==> src/rtl/reg_file_wr_arb_if.sv <==
// Write-request bundle between writeback sources and the register-file write arbiter.
// Slice i of idx/data belongs to requester i; ready is one-hot or zero.
interface reg_file_wr_arb_if #(
    parameter int NUM_REQ   = 3,
    parameter int REG_WIDTH = 32,
    parameter int IDX_WIDTH = 5
);
    logic [NUM_REQ-1:0]           req_valid;
    logic [NUM_REQ*IDX_WIDTH-1:0] req_idx;
    logic [NUM_REQ*REG_WIDTH-1:0] req_data;
    logic [NUM_REQ-1:0]           req_ready;

    modport master (output req_valid, req_idx, req_data, input req_ready);
    modport slave  (input req_valid, req_idx, req_data, output req_ready);
endinterface

==> src/rtl/reg_file_wr_arb.sv <==
// Register-file write arbiter: clears x1..x31 after reset, then round-robin grants one writer per cycle.
// Latency: accepted request appears on rf_wr_* the cycle after the transfer edge.
// Backpressure: ready is held low during clear; in run only the round-robin winner sees ready.
module reg_file_wr_arb #(
    parameter int NUM_REQ   = 3,
    parameter int REG_WIDTH = 32,
    parameter int IDX_WIDTH = 5,
    parameter int REG_COUNT = 32
) (
    input  logic                 clk,
    input  logic                 rst_n,
    reg_file_wr_arb_if.slave     req_if,
    output logic                 rf_wr_en,
    output logic [IDX_WIDTH-1:0] rf_wr_index,
    output logic [REG_WIDTH-1:0] rf_wr_data,
    output logic [1:0]           grant_id,
    output logic                 init_done
);
    typedef enum logic {CLEAR, RUN} state_t;

    typedef struct packed {
        logic                 en;
        logic [IDX_WIDTH-1:0] idx;
        logic [REG_WIDTH-1:0] dat;
    } wr_t;

    state_t               state;
    wr_t                  wr_q;
    logic [IDX_WIDTH-1:0] clr_cnt;
    logic [1:0]           last_ptr;
    logic [1:0]           grant_q;
    logic                 done_q;

    logic                 found;
    logic [1:0]           sel;
    logic [IDX_WIDTH-1:0] sel_idx;
    logic [REG_WIDTH-1:0] sel_dat;
    logic [NUM_REQ-1:0]   ready;

    // Two passes: requesters above last_ptr first, then wrap to those at or below it.
    always_comb begin
        found   = 1'b0;
        sel     = last_ptr;
        sel_idx = '0;
        sel_dat = '0;
        ready   = '0;
        if (state == RUN) begin
            for (int i = 0; i < NUM_REQ; i++) begin
                if (!found && req_if.req_valid[i] && (i > int'(last_ptr))) begin
                    found = 1'b1;
                    sel   = 2'(i);
                end
            end
            for (int i = 0; i < NUM_REQ; i++) begin
                if (!found && req_if.req_valid[i] && (i <= int'(last_ptr))) begin
                    found = 1'b1;
                    sel   = 2'(i);
                end
            end
            for (int i = 0; i < NUM_REQ; i++) begin
                if (found && (sel == 2'(i))) begin
                    ready[i] = 1'b1;
                    sel_idx  = req_if.req_idx[i*IDX_WIDTH +: IDX_WIDTH];
                    sel_dat  = req_if.req_data[i*REG_WIDTH +: REG_WIDTH];
                end
            end
        end
    end

    assign req_if.req_ready = ready;

    always_ff @(posedge clk or negedge rst_n) begin
        if (!rst_n) begin
            state    <= CLEAR;
            clr_cnt  <= IDX_WIDTH'(1);
            last_ptr <= 2'(NUM_REQ - 1);
            wr_q     <= '0;
            grant_q  <= '0;
            done_q   <= 1'b0;
        end else begin
            case (state)
                CLEAR: begin
                    wr_q.en  <= 1'b1;
                    wr_q.idx <= clr_cnt;
                    wr_q.dat <= '0;
                    if (clr_cnt == IDX_WIDTH'(REG_COUNT - 1)) begin
                        state  <= RUN;
                        done_q <= 1'b1;
                    end else begin
                        clr_cnt <= clr_cnt + IDX_WIDTH'(1);
                    end
                end
                RUN: begin
                    if (found) begin
                        // Writes to x0 are consumed but never reach the register file.
                        wr_q.en  <= (sel_idx != '0);
                        wr_q.idx <= sel_idx;
                        wr_q.dat <= sel_dat;
                        grant_q  <= sel;
                        last_ptr <= sel;
                    end else begin
                        wr_q.en <= 1'b0;
                    end
                end
                default: state <= CLEAR;
            endcase
        end
    end

    assign rf_wr_en    = wr_q.en;
    assign rf_wr_index = wr_q.idx;
    assign rf_wr_data  = wr_q.dat;
    assign grant_id    = grant_q;
    assign init_done   = done_q;
endmodule
==> src/flat_wrapper.sv <==
// flat-port wrapper written by rule: the top's interface ports become plain ports
module reg_file_wr_arb_flat 
#(
    parameter int NUM_REQ   = 3,
    parameter int REG_WIDTH = 32,
    parameter int IDX_WIDTH = 5,
    parameter int REG_COUNT = 32
)
  (clk, rst_n, rf_wr_en, rf_wr_index, rf_wr_data, grant_id, init_done, req_if_req_valid, req_if_req_idx, req_if_req_data, req_if_req_ready);
  reg_file_wr_arb_if #(.NUM_REQ(NUM_REQ), .REG_WIDTH(REG_WIDTH), .IDX_WIDTH(IDX_WIDTH)) req_if_i ();
  input  logic clk;
  input  logic rst_n;
  output logic rf_wr_en;
  output logic [IDX_WIDTH-1:0] rf_wr_index;
  output logic [REG_WIDTH-1:0] rf_wr_data;
  output logic [1:0] grant_id;
  output logic init_done;
  input wire logic [$bits(req_if_i.req_valid)-1:0] req_if_req_valid;
  input wire logic [$bits(req_if_i.req_idx)-1:0] req_if_req_idx;
  input wire logic [$bits(req_if_i.req_data)-1:0] req_if_req_data;
  output wire logic [$bits(req_if_i.req_ready)-1:0] req_if_req_ready;
  assign req_if_i.req_valid = req_if_req_valid;
  assign req_if_i.req_idx = req_if_req_idx;
  assign req_if_i.req_data = req_if_req_data;
  assign req_if_req_ready = req_if_i.req_ready;
  reg_file_wr_arb #(.NUM_REQ(NUM_REQ), .REG_WIDTH(REG_WIDTH), .IDX_WIDTH(IDX_WIDTH), .REG_COUNT(REG_COUNT)) u_core (.clk(clk), .rst_n(rst_n), .req_if(req_if_i), .rf_wr_en(rf_wr_en), .rf_wr_index(rf_wr_index), .rf_wr_data(rf_wr_data), .grant_id(grant_id), .init_done(init_done));
endmodule
==> config.mk <==
export PLATFORM = sky130hd
export DESIGN_NAME = reg_file_wr_arb_flat
export DESIGN_NICKNAME = d
export VERILOG_FILES = /design/src/rtl/reg_file_wr_arb_if.sv /design/src/rtl/reg_file_wr_arb.sv /design/src/flat_wrapper.sv
export SDC_FILE = /design/constraint.sdc
export NUM_CORES = 1
export LEC_CHECK = 0
export ABC_AREA = 1
export BUFFER_PORTS_ARGS = -buffer_cell sky130_fd_sc_hd__buf_2
export CORE_MARGIN = 2
export CORE_UTILIZATION = 40
export CTS_CLUSTER_DIAMETER = 60
export DETAILED_ROUTE_END_ITERATION = 10
export PLACE_DENSITY_LB_ADDON = 0.1
export SYNTH_ARGS = -nofsm -noshare
export SYNTH_HDL_FRONTEND = slang
export SYNTH_SLANG_ARGS = --single-unit
==> constraint.sdc <==
create_clock -name clk -period 1.8 [get_ports clk]
set_clock_uncertainty 0.1 [all_clocks]
set_input_delay 0.54 -clock clk [delete_from_list [all_inputs] [get_ports clk]]
set_output_delay 0.54 -clock clk [all_outputs]
set_load 0.005 [all_outputs]
# Word level (Yosys, flattened, before mapping)

Cells that the tools add are included.

Latch bits: 0
Bits of input ports: 116
ROM bits: 0
Output and inout port bits: 44
Memories: 0
Bits in registers: 49
Logic and storage cells: 72
Memory bits (writable): 0

Add/subtract/negate cells: 1
$lt $le $gt $ge: 4
Bitwise logic cells: 2
Multiply operators: 0
Shift-type cells: 0
Multiplexer cells: 33
Reduce and logical (&&, ||, !) cells: 20
Equality and inequality tests: 4
Div/mod/pow operators: 0

Operators by type and width:

| cell                                                                            | number |
|---|---|
| 32-bit 2-to-1 mux                                                               | 3 |
| 38-bit one-hot mux with 2 select lines                                          | 1 |
| 37-bit 2-to-1 mux                                                               | 1 |
| 5-bit 2-to-1 mux                                                                | 4 |
| 1-bit 2-to-1 mux                                                                | 17 |
| 2-bit 2-to-1 mux                                                                | 6 |
| 1-bit logical AND                                                               | 11 |
| 2-bit AND reduction                                                             | 3 |
| 5-bit by 1-bit adder with 5-bit output, second input constant                   | 1 |
| 5-bit equality test, second input constant                                      | 1 |
| 5-bit nonzero test                                                              | 1 |
| 1-bit logical NOT                                                               | 4 |
| 3-bit 2-to-1 mux                                                                | 1 |
| 2-bit by 1-bit equality test with 1-bit output, second input constant           | 1 |
| 2-bit equality test, second input constant                                      | 1 |
| 1-bit by 2-bit > comparator with 1-bit output, first input constant             | 1 |
| 2-bit > comparator, first input constant                                        | 1 |
| 1-bit by 2-bit less-or-equal comparator with 1-bit output, first input constant | 1 |
| 2-bit less-or-equal comparator, first input constant                            | 1 |
| 2-bit logical NOT                                                               | 1 |
| 2-bit != test, second input constant                                            | 1 |
| 1-bit NOT                                                                       | 2 |

# Longest topological paths before layout

Gate-level depths: netlist (run 1).

Word-level depth: 32
Gate-level depth with buffers: 13
Mapped depth without buffers: 12

# Least setup slack after synthesis (run 1)

No wires, ideal clock.

Kind: register to output
Start point: reg u_core.last_ptr[1]
End point: out req_if_req_ready[2]
Data arrival time: 1,255 ps
Stages on the path, launching flop included: 7
Path buffers: 1
Slack: -95 ps
Required time: 1,160 ps
Path through: dfstp_2 > inv_2 > nand2_4 > nand4_2 > nand2_1 > clkbuf_1 > nor2_1

Word-level cells in the longest chain between the ends: 27
Elaborated cells between the ends (all ways): 36
Classes of those cells: order compare (4); eq/ne (1); mux (18); reduce/logical (13)

RTL lines:

| what                                          | line                   | RTL |
|---|---|---|
| start, declared                               | reg_file_wr_arb.sv:30  | `logic [1:0] last_ptr;` |
| start signal, assigned                        | reg_file_wr_arb.sv:76  | `last_ptr <= 2'(NUM_REQ - 1);` |
| start signal, assigned                        | reg_file_wr_arb.sv:100 | `last_ptr <= sel;` |
| 1-bit by 2-bit > comparator with 1-bit output | reg_file_wr_arb.sv:49  | `if (!found && req_if.req_valid[i] && (i > int'(last_ptr))) begin` |
| 1-bit logical AND                             | reg_file_wr_arb.sv:49  |  |
| 1-bit 2-to-1 mux                              | reg_file_wr_arb.sv:49  |  |
| 1-bit 2-to-1 mux                              | reg_file_wr_arb.sv:47  | `if (state == RUN) begin` |
| 1-bit logical NOT                             | reg_file_wr_arb.sv:49  |  |
| 1-bit logical AND (2 in a row)                | reg_file_wr_arb.sv:49  |  |
| 1-bit 2-to-1 mux                              | reg_file_wr_arb.sv:49  |  |
| 1-bit 2-to-1 mux                              | reg_file_wr_arb.sv:47  |  |
| (+9 left out)                                 | n/a                    |  |
| 1-bit logical NOT                             | reg_file_wr_arb.sv:55  | `if (!found && req_if.req_valid[i] && (i <= int'(last_ptr))) begin` |
| 1-bit logical AND (2 in a row)                | reg_file_wr_arb.sv:55  |  |
| 2-bit 2-to-1 mux                              | reg_file_wr_arb.sv:55  |  |
| 2-bit 2-to-1 mux                              | reg_file_wr_arb.sv:47  |  |
| 2-bit equality test                           | reg_file_wr_arb.sv:61  | `if (found && (sel == 2'(i))) begin` |
| 1-bit logical AND (*)                         | reg_file_wr_arb.sv:61  |  |
| 1-bit 2-to-1 mux (*)                          | reg_file_wr_arb.sv:61  |  |
| 3-bit 2-to-1 mux (*)                          | reg_file_wr_arb.sv:47  |  |
| end, declared                                 | flat_wrapper.sv:21     | `output wire logic [$bits(req_if_i.req_ready)-1:0] req_if_req_ready;` |

Mark *: on every way between the ends. The rest lies on a longest branch, timed or not. The select of a mux whose other input is x is not followed.

# Worst setup path after layout (run 1)

Same ends and word-level chain as after synthesis.

==> flow_summary.toml, run 1 <==
[logic_synthesis]
synth-seq-cells = 48
synth_area_sq_um = 2790
synth_nets = 490
yosysTopAreaCellShare_pct = 41.3
yosys.area.top_type = "dfrtp_1"
avgSynthCellArea_sq_um = 7.49
ys_top_cells_by_area = "dfrtp_1 41%, nand2_1 10%, o21ai_0 8.3%"
ys_seq_area_share_pct = 43.2
synth_cells = 372
synth_cell_types = 28
ys_warn_count = 0

[layout]
final_area_sq_um = 4380
final-seq-area_sq_um = 1200
antenna_cells = 0
final_nets = 674
fillers = 621
layout_commonest_cell = "buf_2"
area_delta_synth_final_pct = 57.3
multiInputGateArea_sq_um = 1500
drive_gt1_share_pct = 49.7
layout_common_cells = "159 x buf_2, 68 x nand2_1, 46 x dfrtp_1"

[timing]
period_needed_ns = 2.09
setup_violations = 41
drv_slew = 0
whs_ns = 0.112
slew_headroom_pct = 72.8
fin_crit_sh_pct = 116
finalWorstSetupSlack_ns = -0.290
hold_viol_final = 0
worstMarginPinSlew_ns = 0.408
clock.fmax_mhz = 479
rsz0062_at_grt = "yes"

[route]
vias_per_cell = 5.17
wl_um = 9310
drtIter0Drc = 86
firstDrtPassIters = 6
via_count = 3291
postRouteAntennaNets = 0
drt-wirelength-per-cell_um = 14.6
route.detailed.drc = 0

[setup_path]
cp.required_ns = 1.16
critPathLaunchType = "flip-flop"
reg2reg_from = "u_core.last_ptr[1]"
rrSetupSlack_ns = -0.23
crit_arrival_ns = 1.45
r2r_end = "u_core.rf_wr_en"
r2r_cells = 13
critical_path_class = "reg2out"
crit_fanout = 6
setup.worst_path.end_class = "output pin"

[global_routing]
grt_usage_pct = 23.5
grt_pass1_wl_um = 14200
antenna_found_initial = 0
grt_max_degree = 49
grt_pass1_vias = 3140
grt.overflow.total = 0

[clock_network]
clk_path_buf_depth = 2
cts_sinks = 48
h-tree-depth = 2
cts_tree = "yes"
cts_made_buffers = 5
cts_root_buf = "clkbuf_8"
clk-insertion-delay-late_ns = 0.30
clk_pin_slew_ns = 0.08

[placement]
place_area_sq_um = 3780
place_congestion = 0.775
portBuffers = 159
post-place-ws_ns = -0.172
dpl.hpwl_um = 6320

[floorplanning]
fp.dieW_um = 87.4
rows = 30
die_h_um = 87.4
die-area_sq_um = 7650
io_pins = 160
start_util_pct = 41.2
core_sq_um = 6760

[power]
power_mw = 3.76
p_per_area_nw_per_um2 = 859
leakage_nw = 2.27
irDropWorstVdd_mv = 0.422

[hold_path]
hold_class = "in2async"

[run]
max_cap_viol_count = 0

[outcome]
outcome = "complete, but fails checks"
violations = "setup timing"
[worst max-delay path, stage by stage (launching register included)]
cell	delay, ns
dfstp_2	0.58
inv_2	0.05
nand2_4	0.11
nand3_2	0.09
nand2_2	0.11
inv_4	0.05
nor2_2	0.06
buf_2	0.11
[per-layer routing]
| metal | track usage (%) | vias to the layer above | wire [um] |
|---|---|---|---|
| met4 | 5.17 | 0 | 122 |
| met3 | 4.45 | 15 | 684 |
| met2 | 43.0 | 155 | 4610 |
| li1 | - | 1604 | - |
| met5 | 0 | - | 0 |
| met1 | 28.5 | 1517 | 3890 |
[how the worst max path moves through the flow]
stage                        startpoint                    to  slack, ns  cells after the start
floorplan            u_core.last_ptr[1]   req_if_req_ready[2]      0.002                      6
global placement    req_if_req_valid[2]   req_if_req_ready[1]      -0.11                      7
detailed placement  req_if_req_valid[2]  u_core.rf_wr_data[4]      -0.17                     10
CTS                  u_core.last_ptr[1]   req_if_req_ready[2]      -0.31                      7
global route         u_core.last_ptr[1]   req_if_req_ready[2]      -0.40                      7
finish               u_core.last_ptr[1]   req_if_req_ready[2]      -0.29                      7
[metrics by stage]
stage               util (%)  instances  TNS, ns
CTS                     61.6        630    -3.91
global placement        55.9        611    -2.22
global route            64.9        637   -10.66
finish                  64.9        637    -6.38
floorplan                  -        372        0
detailed placement      55.9        611    -4.46
[registers in the layout, summed over array words and instances (netlist names)]
name and flops:
u_core.rf_wr_en 1, u_core.state 1, u_core.init_done 1, u_core.rf_wr_index 5
u_core.last_ptr 1, u_core.clr_cnt 5, u_core.rf_wr_data 32, u_core.grant_id 2
[logic make-up (layout without fill, tap and decap cells)]
family	count (synthesis)	count (layout)	share of synthesized area (%)
buffers and inverters	70	255	11.3
and+or+nand+nor	150	150	25.2
DFF	48	48	43.2
AOI/OAI and AO/OA	99	99	18.5
adders and majority gates	2	2	0.898
xor gates and xnor gates	3	3	0.944
[synthesized netlist by cell type]
library cell,number
nand2_1,77
dfrtp_1,46
o21ai_0,46
nand3_1,44
inv_1,39
a21oi_1,26
o21ai_1,16
nand4_1,12
buf_4,9
buf_2,8
clkbuf_1,8
nor2_1,8
a31oi_1,6
a22oi_1,4
inv_2,4
dfstp_2,2
ha_1,2
nand2_2,2
nand3_2,2
nand4_2,2
xor2_1,2
a21o_1,1
buf_6,1
clkinv_1,1
nand2_4,1
nor2_2,1
nor2_4,1
xnor2_1,1
[layout make-up]
cell class / count / area share, %
clock inverters: 2 / 0.314
well taps: 80 / 2.28
clock buffers: 6 / 1.88
inverters: 44 / 3.83
repair buffers: 203 / 30.0
flip-flops and latches: 48 / 27.5
multi-input cells: 254 / 34.2
[report_power, final]
group | total [mW] | internal [mW] | leakage, nW | switching (mW)
sequential | 1.42 | 1.30 | 0.562 | 0.120
clock | 0.685 | 0.315 | 0.0516 | 0.371
combinational | 1.66 | 0.828 | 1.66 | 0.827
total | 3.76 | 2.45 | 2.27 | 1.32
[repair_timing]
action                                  CTS  global route
resized for setup                        46            45
hold buffers                              0             0
endpoints found under the setup margin   26            44
buffers inserted                          9             6
hold endpoints to repair                  0             0
gates cloned                              2             2
pin swaps                                 6            13
(Power assumes the default switching activity.)
==> inputs of run 2 (changes only) <==
--- a/config.mk
+++ b/config.mk
@@ -5,10 +5,10 @@
 export SDC_FILE = /design/constraint.sdc
 export NUM_CORES = 1
 export LEC_CHECK = 0
-export ABC_AREA = 1
 export BUFFER_PORTS_ARGS = -buffer_cell sky130_fd_sc_hd__buf_2
+export CAP_MARGIN = 25
 export CORE_MARGIN = 2
-export CORE_UTILIZATION = 40
+export CORE_UTILIZATION = 47
 export CTS_CLUSTER_DIAMETER = 60
 export DETAILED_ROUTE_END_ITERATION = 10
 export PLACE_DENSITY_LB_ADDON = 0.1
==> constraint.sdc (replaced) <==
create_clock -name clk -period 2.5 [get_ports clk]
set_clock_uncertainty 0.1 [all_clocks]
set_input_delay 0.75 -clock clk [delete_from_list [all_inputs] [get_ports clk]]
set_output_delay 0.75 -clock clk [all_outputs]
set_load 0.005 [all_outputs]
==> run 2 against run 1 <==
  * The run now ends clean
  * Clock-buffer cell count fell by 1
  * Hold slack better by 0.22 ns
  * Synthesized cell count decreased by 26%
  * Highest routed layer unchanged
  * Design area down 19%
  * Utilization increased by 0.40 points
  * Via count fell by 17%
  * First-iteration DRC count is 100% higher
  * Setup slack gained 0.38 ns
  * Global-route usage grew 0.25 points
  * Synthesized area is 5.0% lower
  * Critical path depth shrank 1
  * Total power is 42% lower
==> flow_summary.toml, run 2 <==
[route]
wl_um = 7610
firstDrtPassIters = 4
postRouteAntennaNets = 0
met3WireLength_um = 549
via_count = 2740
drtIter0Drc = 174
vias_per_cell = 5.47
met2_length_um = 3810
route.detailed.drc = 0
drt-wirelength-per-cell_um = 15.2
top_layer_used = "met4"
met1_length_um = 3150

[placement]
place_congestion = 0.886
numPlacedInstances = 493
dpl.hpwl_um = 5580
portBuffers = 159

[layout]
largest_reg_flops = 32
final_nets = 546
drive_gt1_share_pct = 45.5
antenna_cells = 0
layout_common_cells = "159 x buf_2, 46 x dfrtp_1, 38 x nand2_1"
layout_commonest_cell = "buf_2"
area_delta_synth_final_pct = 34.9
final_cells = 501

[logic_synthesis]
yosysTopAreaCellShare_pct = 43.5
synth_compound_area_share_pct = 31.6
synthTopCellsByCount = "46 x dfrtp_1, 38 x nand2_1, 37 x a21oi_1"
synth_nets = 393
synth_edf_count = 0
synth_mux_area_share_pct = 2.36
synth_top_family_by_area = "compound AO/OA/AOI/OAI gates"
ys_seq_area_share_pct = 45.5
yosys.area.top_type = "dfrtp_1"
ys.flop_type = "dfrtp_1"
ys_warn_count = 0
synth_fa_ha_area_share_pct = 0.946
synthXorXnorAreaFrac_pct = 0.993
synth_area_sq_um = 2650
yosys.area_share.simple_pct = 10.7
ys_top_cells_by_area = "dfrtp_1 43%, a221o_1 13%, a21oi_1 7.0%"
synth-seq-cells = 48
async_flop_share_pct = 100
synth_cell_types = 40
avgSynthCellArea_sq_um = 9.62
synth_cells = 275
synth.most_common_cell = "dfrtp_1"

[timing]
fin_crit_sh_pct = 96.6
setup_violations = 0
rsz0062_at_grt = "no"
clock.fmax_mhz = 414
slew_headroom_pct = 44.9
worstMarginPinSlew_ns = 0.825
tns_ns = 0
hold_viol_final = 0
drv_slew = 0
period_needed_ns = 2.41

[setup_path]
cp.required_ns = 1.65
r2r_end = "u_core.rf_wr_data[4]"
setup.worst_path.end_class = "output pin"
cpPeakStageDelay_ns = 0.18
reg2reg_from = "u_core.grant_id[0]"
crit_chain = "buf_2 > and2b_4 > nor2_1 > o21ai_2 > nor2_1 > buf_2"
rrSetupSlack_ns = 0.33
crit_arrival_ns = 1.56
critPathLaunchType = "input port"
crit_slowest_cell = "and2b_4"
crit_fanout = 6
critical_path_class = "in2out"
r2r_cells = 6

[floorplanning]
rows = 27
die-area_sq_um = 6250
core_sq_um = 5470
fp.dieW_um = 79.0
io_pins = 160
die_h_um = 79.0
start_util_pct = 48.4

[global_routing]
grt_usage_pct = 23.8
grt_pass1_wl_um = 11800
grt_pass1_vias = 2443
grt.overflow.total = 0
antenna_found_initial = 0
grt_max_degree = 35

[clock_network]
clk_pin_slew_ns = 0.10
cts_resized = 0
cts_sinks = 48
holdBufCountCts = 0
cts_setup_buffers = 0
cts_tree = "yes"
h-tree-depth = 2
cts_made_buffers = 5
clk_path_buf_depth = 2
clk-insertion-delay-late_ns = 0.30
cts_root_buf = "clkbuf_8"

[power]
leakage_nw = 1.71
irDropWorstVdd_mv = 0.318
p_per_area_nw_per_um2 = 607

[run]
max_cap_viol_count = 0

[hold_path]
hold_class = "in2async"

[outcome]
outcome = "finished clean"
## run 2: cell types whose count changed in the layout (fill, tap and decap cells not counted), sizes merged, moves of 12 or more
cell   delta
a21oi    +12
inv      -42
a221o    +34
buf      -26
nand2    -42
nand4    -13
nand3    -46
o21ai    -24
## run 2: kinds of logic (layout without fill, tap and decap cells)
logic type / count (synthesis) / count (layout)
flip-flops: 48 / 48
multiplexers: 5 / 5
AND/OR/NAND/NOR: 63 / 63
XOR/XNOR: 3 / 3
buffers and inverters: 31 / 185
AO/OA/AOI/OAI: 123 / 123
adder cells (fa/ha/maj): 2 / 2
## run 2: worst max path at each step
stage                         from                   end  depth (start not counted)  slack (ns)
2_1_floorplan  req_if_req_valid[1]   req_if_req_ready[0]                          6        0.01
3_3_place_gp   req_if_req_valid[1]  u_core.rf_wr_data[4]                          7        0.08
3_5_place_dp   req_if_req_valid[1]  u_core.rf_wr_data[4]                          7       0.007
4_1_cts        req_if_req_valid[1]   req_if_req_ready[2]                          6        0.08
5_1_grt        req_if_req_valid[1]   req_if_req_ready[2]                          6        0.02
6_report       req_if_req_valid[1]   req_if_req_ready[2]                          6        0.09
## run 2: metrics by stage
stage | instance area (sq um) | setup slack (ns) | hold WS [ns] | total power [mW] | util [%]
after global routing | 3570 | 0.0173 | 0.362 | 2.30 | 65.2
after global placement | 3460 | 0.0835 | 0.353 | 1.61 | 63.2
final | 3570 | 0.0856 | 0.327 | 2.17 | 65.2
after floorplan | 2650 | 0.0124 | 0.351 | 1.34 | -
after detailed placement | 3460 | 0.00682 | 0.342 | 1.63 | 63.2
after CTS | 3570 | 0.0835 | 0.329 | 2.18 | 65.2
## run 2: area by class of cell
type                       instances  area [sq um]
multi-input combinational        196          1250
timing repair buffer             174           908
inverter                           3          11.3
clock buffer                       5          68.8
clock inverter                     3          42.5
tap                               72          90.1
fill                             506          1900
sequential                        48          1200
## run 2: critical path, delay by kind of cell
kind,cells,cell delay [ns]
buffers and inverters,2,0.26
AO/OA/AOI/OAI,1,0.08
AND/OR/NAND/NOR,3,0.46
## run 2: routing by layer
metal | vias to the layer above | global-route usage, %
met2 | 113 | 39.6
li1 | 1327 | -
met4 | 0 | 5.52
met3 | 8 | 4.43
met1 | 1292 | 32.3
met5 | - | 0
## run 2: power by group
part / total [mW] / internal (mW) / leakage [nW] / switching, mW
sequential: 0.959 / 0.893 / 0.551 / 0.0657
clock: 0.560 / 0.296 / 0.0541 / 0.264
combinational: 0.650 / 0.333 / 1.10 / 0.317
total: 2.17 / 1.52 / 1.71 / 0.647
==> inputs of run 3 (changes only) <==
--- a/config.mk
+++ b/config.mk
@@ -7,7 +7,7 @@
 export LEC_CHECK = 0
 export BUFFER_PORTS_ARGS = -buffer_cell sky130_fd_sc_hd__buf_2
 export CAP_MARGIN = 25
-export CORE_MARGIN = 2
+export CORE_MARGIN = 10
 export CORE_UTILIZATION = 47
 export CTS_CLUSTER_DIAMETER = 60
 export DETAILED_ROUTE_END_ITERATION = 10
==> run 3 against run 2 <==
  * Register-to-register slack improved by 0.05 ns
  * Sequential cell count did not move
  * Utilization is 0.069 points lower
  * Setup slack better by 0.021 ns
  * Design area decreased by 0.11%
==> flow_summary.toml, run 3 (synthesis gave the netlist of run 2 again) <==
[outcome]
outcome = "finished clean"

[layout]
drive_gt1_share_pct = 45.3
area_delta_synth_final_pct = 34.8
layout_common_cells = "159 x buf_2, 46 x dfrtp_1, 38 x nand2_1"
layout_commonest_cell = "buf_2"
final_nets = 545
antenna_cells = 0
fin_util_pct = 65.2
final-seq-area_sq_um = 1200
multiInputGateArea_sq_um = 1240
largest_reg_flops = 32
fillers = 521

[setup_path]
cpMostUsedCell = "buf_2"
setup.worst_path.end_class = "output pin"
critPathLaunchType = "input port"
rrSetupSlack_ns = 0.38
crit_slowest_cell = "and2b_4"
cp.required_ns = 1.65
crit_chain = "buf_2 > and2b_4 > nor2_1 > o21ai_2 > nor2_2 > buf_2"
critical_path_class = "in2out"
cpPeakStageDelay_ns = 0.18
crit_arrival_ns = 1.54
crit_fanout = 7

[route]
drtIter0Drc = 139
postRouteAntennaNets = 0
via_count = 2713
firstDrtPassIters = 4
wl_um = 9120
vias_per_cell = 5.43
route.detailed.drc = 0
drt-wirelength-per-cell_um = 18.2

[run]
max_cap_viol_count = 0

[floorplanning]
io_pins = 160
fp.dieW_um = 95.0
start_util_pct = 48.4
die_h_um = 95.0
rows = 27
die-area_sq_um = 9030
core_sq_um = 5470

[power]
irDropWorstVdd_mv = 0.305
p_per_area_nw_per_um2 = 610
leakage_nw = 1.71

[clock_network]
cts_sinks = 48
cts_resized = 0
holdBufCountCts = 0
clk_path_buf_depth = 2
clk-insertion-delay-late_ns = 0.30
h-tree-depth = 2
cts_made_buffers = 5
cts_tree = "yes"
cts_root_buf = "clkbuf_8"
clk_pin_slew_ns = 0.09
cts_setup_buffers = 0

[timing]
hold_viol_final = 0
slew_headroom_pct = 48.7
drv_slew = 0
clock.fmax_mhz = 418
tns_ns = 0
worstMarginPinSlew_ns = 0.768
setup_violations = 0
period_needed_ns = 2.39
fin_crit_sh_pct = 95.7
rsz0062_at_grt = "no"

[global_routing]
grt.overflow.total = 0
grt_pass1_wl_um = 13900
grt_max_degree = 49
antenna_found_initial = 0
grt_pass1_vias = 2730
grt_usage_pct = 19.1

[placement]
portBuffers = 159
place_congestion = 0.829
dpl.hpwl_um = 7010

[hold_path]
hold_class = "in2async"
## run 3: worst paths after layout
path | start | end | cells past startpoint
min reg2reg | u_core.init_done | u_core.init_done | 1
max in group asynchronous | rst_n | u_core.last_ptr[1] | 2
max | req_if_req_valid[1] | req_if_req_ready[2] | 6
max reg2reg | u_core.grant_id[0] | u_core.rf_wr_data[19] | 6
min in group clk | u_core.init_done | u_core.init_done | 1
min | rst_n | u_core.rf_wr_data[21] | 2
## run 3: area by class of cell
type,count,area share [%]
clock inverters,2,0.982
multi-input cells,196,34.8
repair buffers,173,25.6
flip-flops and latches,48,33.7
well taps,72,2.53
inverters,3,0.316
clock buffers,6,2.03
## run 3: power breakdown
| part | total (mW) | internal [mW] | switching (mW) | leakage [nW] |
|---|---|---|---|---|
| Clock | 0.555 | 0.297 | 0.258 | 0.0552 |
| Combinational | 0.666 | 0.335 | 0.331 | 1.10 |
| Sequential | 0.954 | 0.893 | 0.0612 | 0.551 |
| Total | 2.18 | 1.53 | 0.650 | 1.71 |
## run 3: critical path: cells and delay by family
family	cells	cell delay (ns)
and+or+nand+nor	3	0.44
buffers and inverters	2	0.27
AOI/OAI and AO/OA	1	0.09
## run 3: routing by layer
metal / global-route usage (%) / vias to the layer above / share of wire (%)
met5: 0 / - / 0
met4: 4.74 / 0 / 1.3
met3: 6.05 / 10 / 8.5
met2: 33.0 / 107 / 51
met1: 22.5 / 1278 / 39
li1: - / 1318 / -
## run 3: stage by stage
step	cell area (sq um)	power, mW	hold WS, ns	worst slack (ns)	instances
3_3_place_gp	3460	1.63	0.336	0.0830	492
4_1_cts	3560	2.20	0.323	0.0777	500
6_report	3570	2.18	0.317	0.107	500
3_5_place_dp	3460	1.65	0.344	0.0220	492
2_1_floorplan	2650	1.34	0.351	0.0124	275
5_1_grt	3570	2.32	0.321	0.0283	500
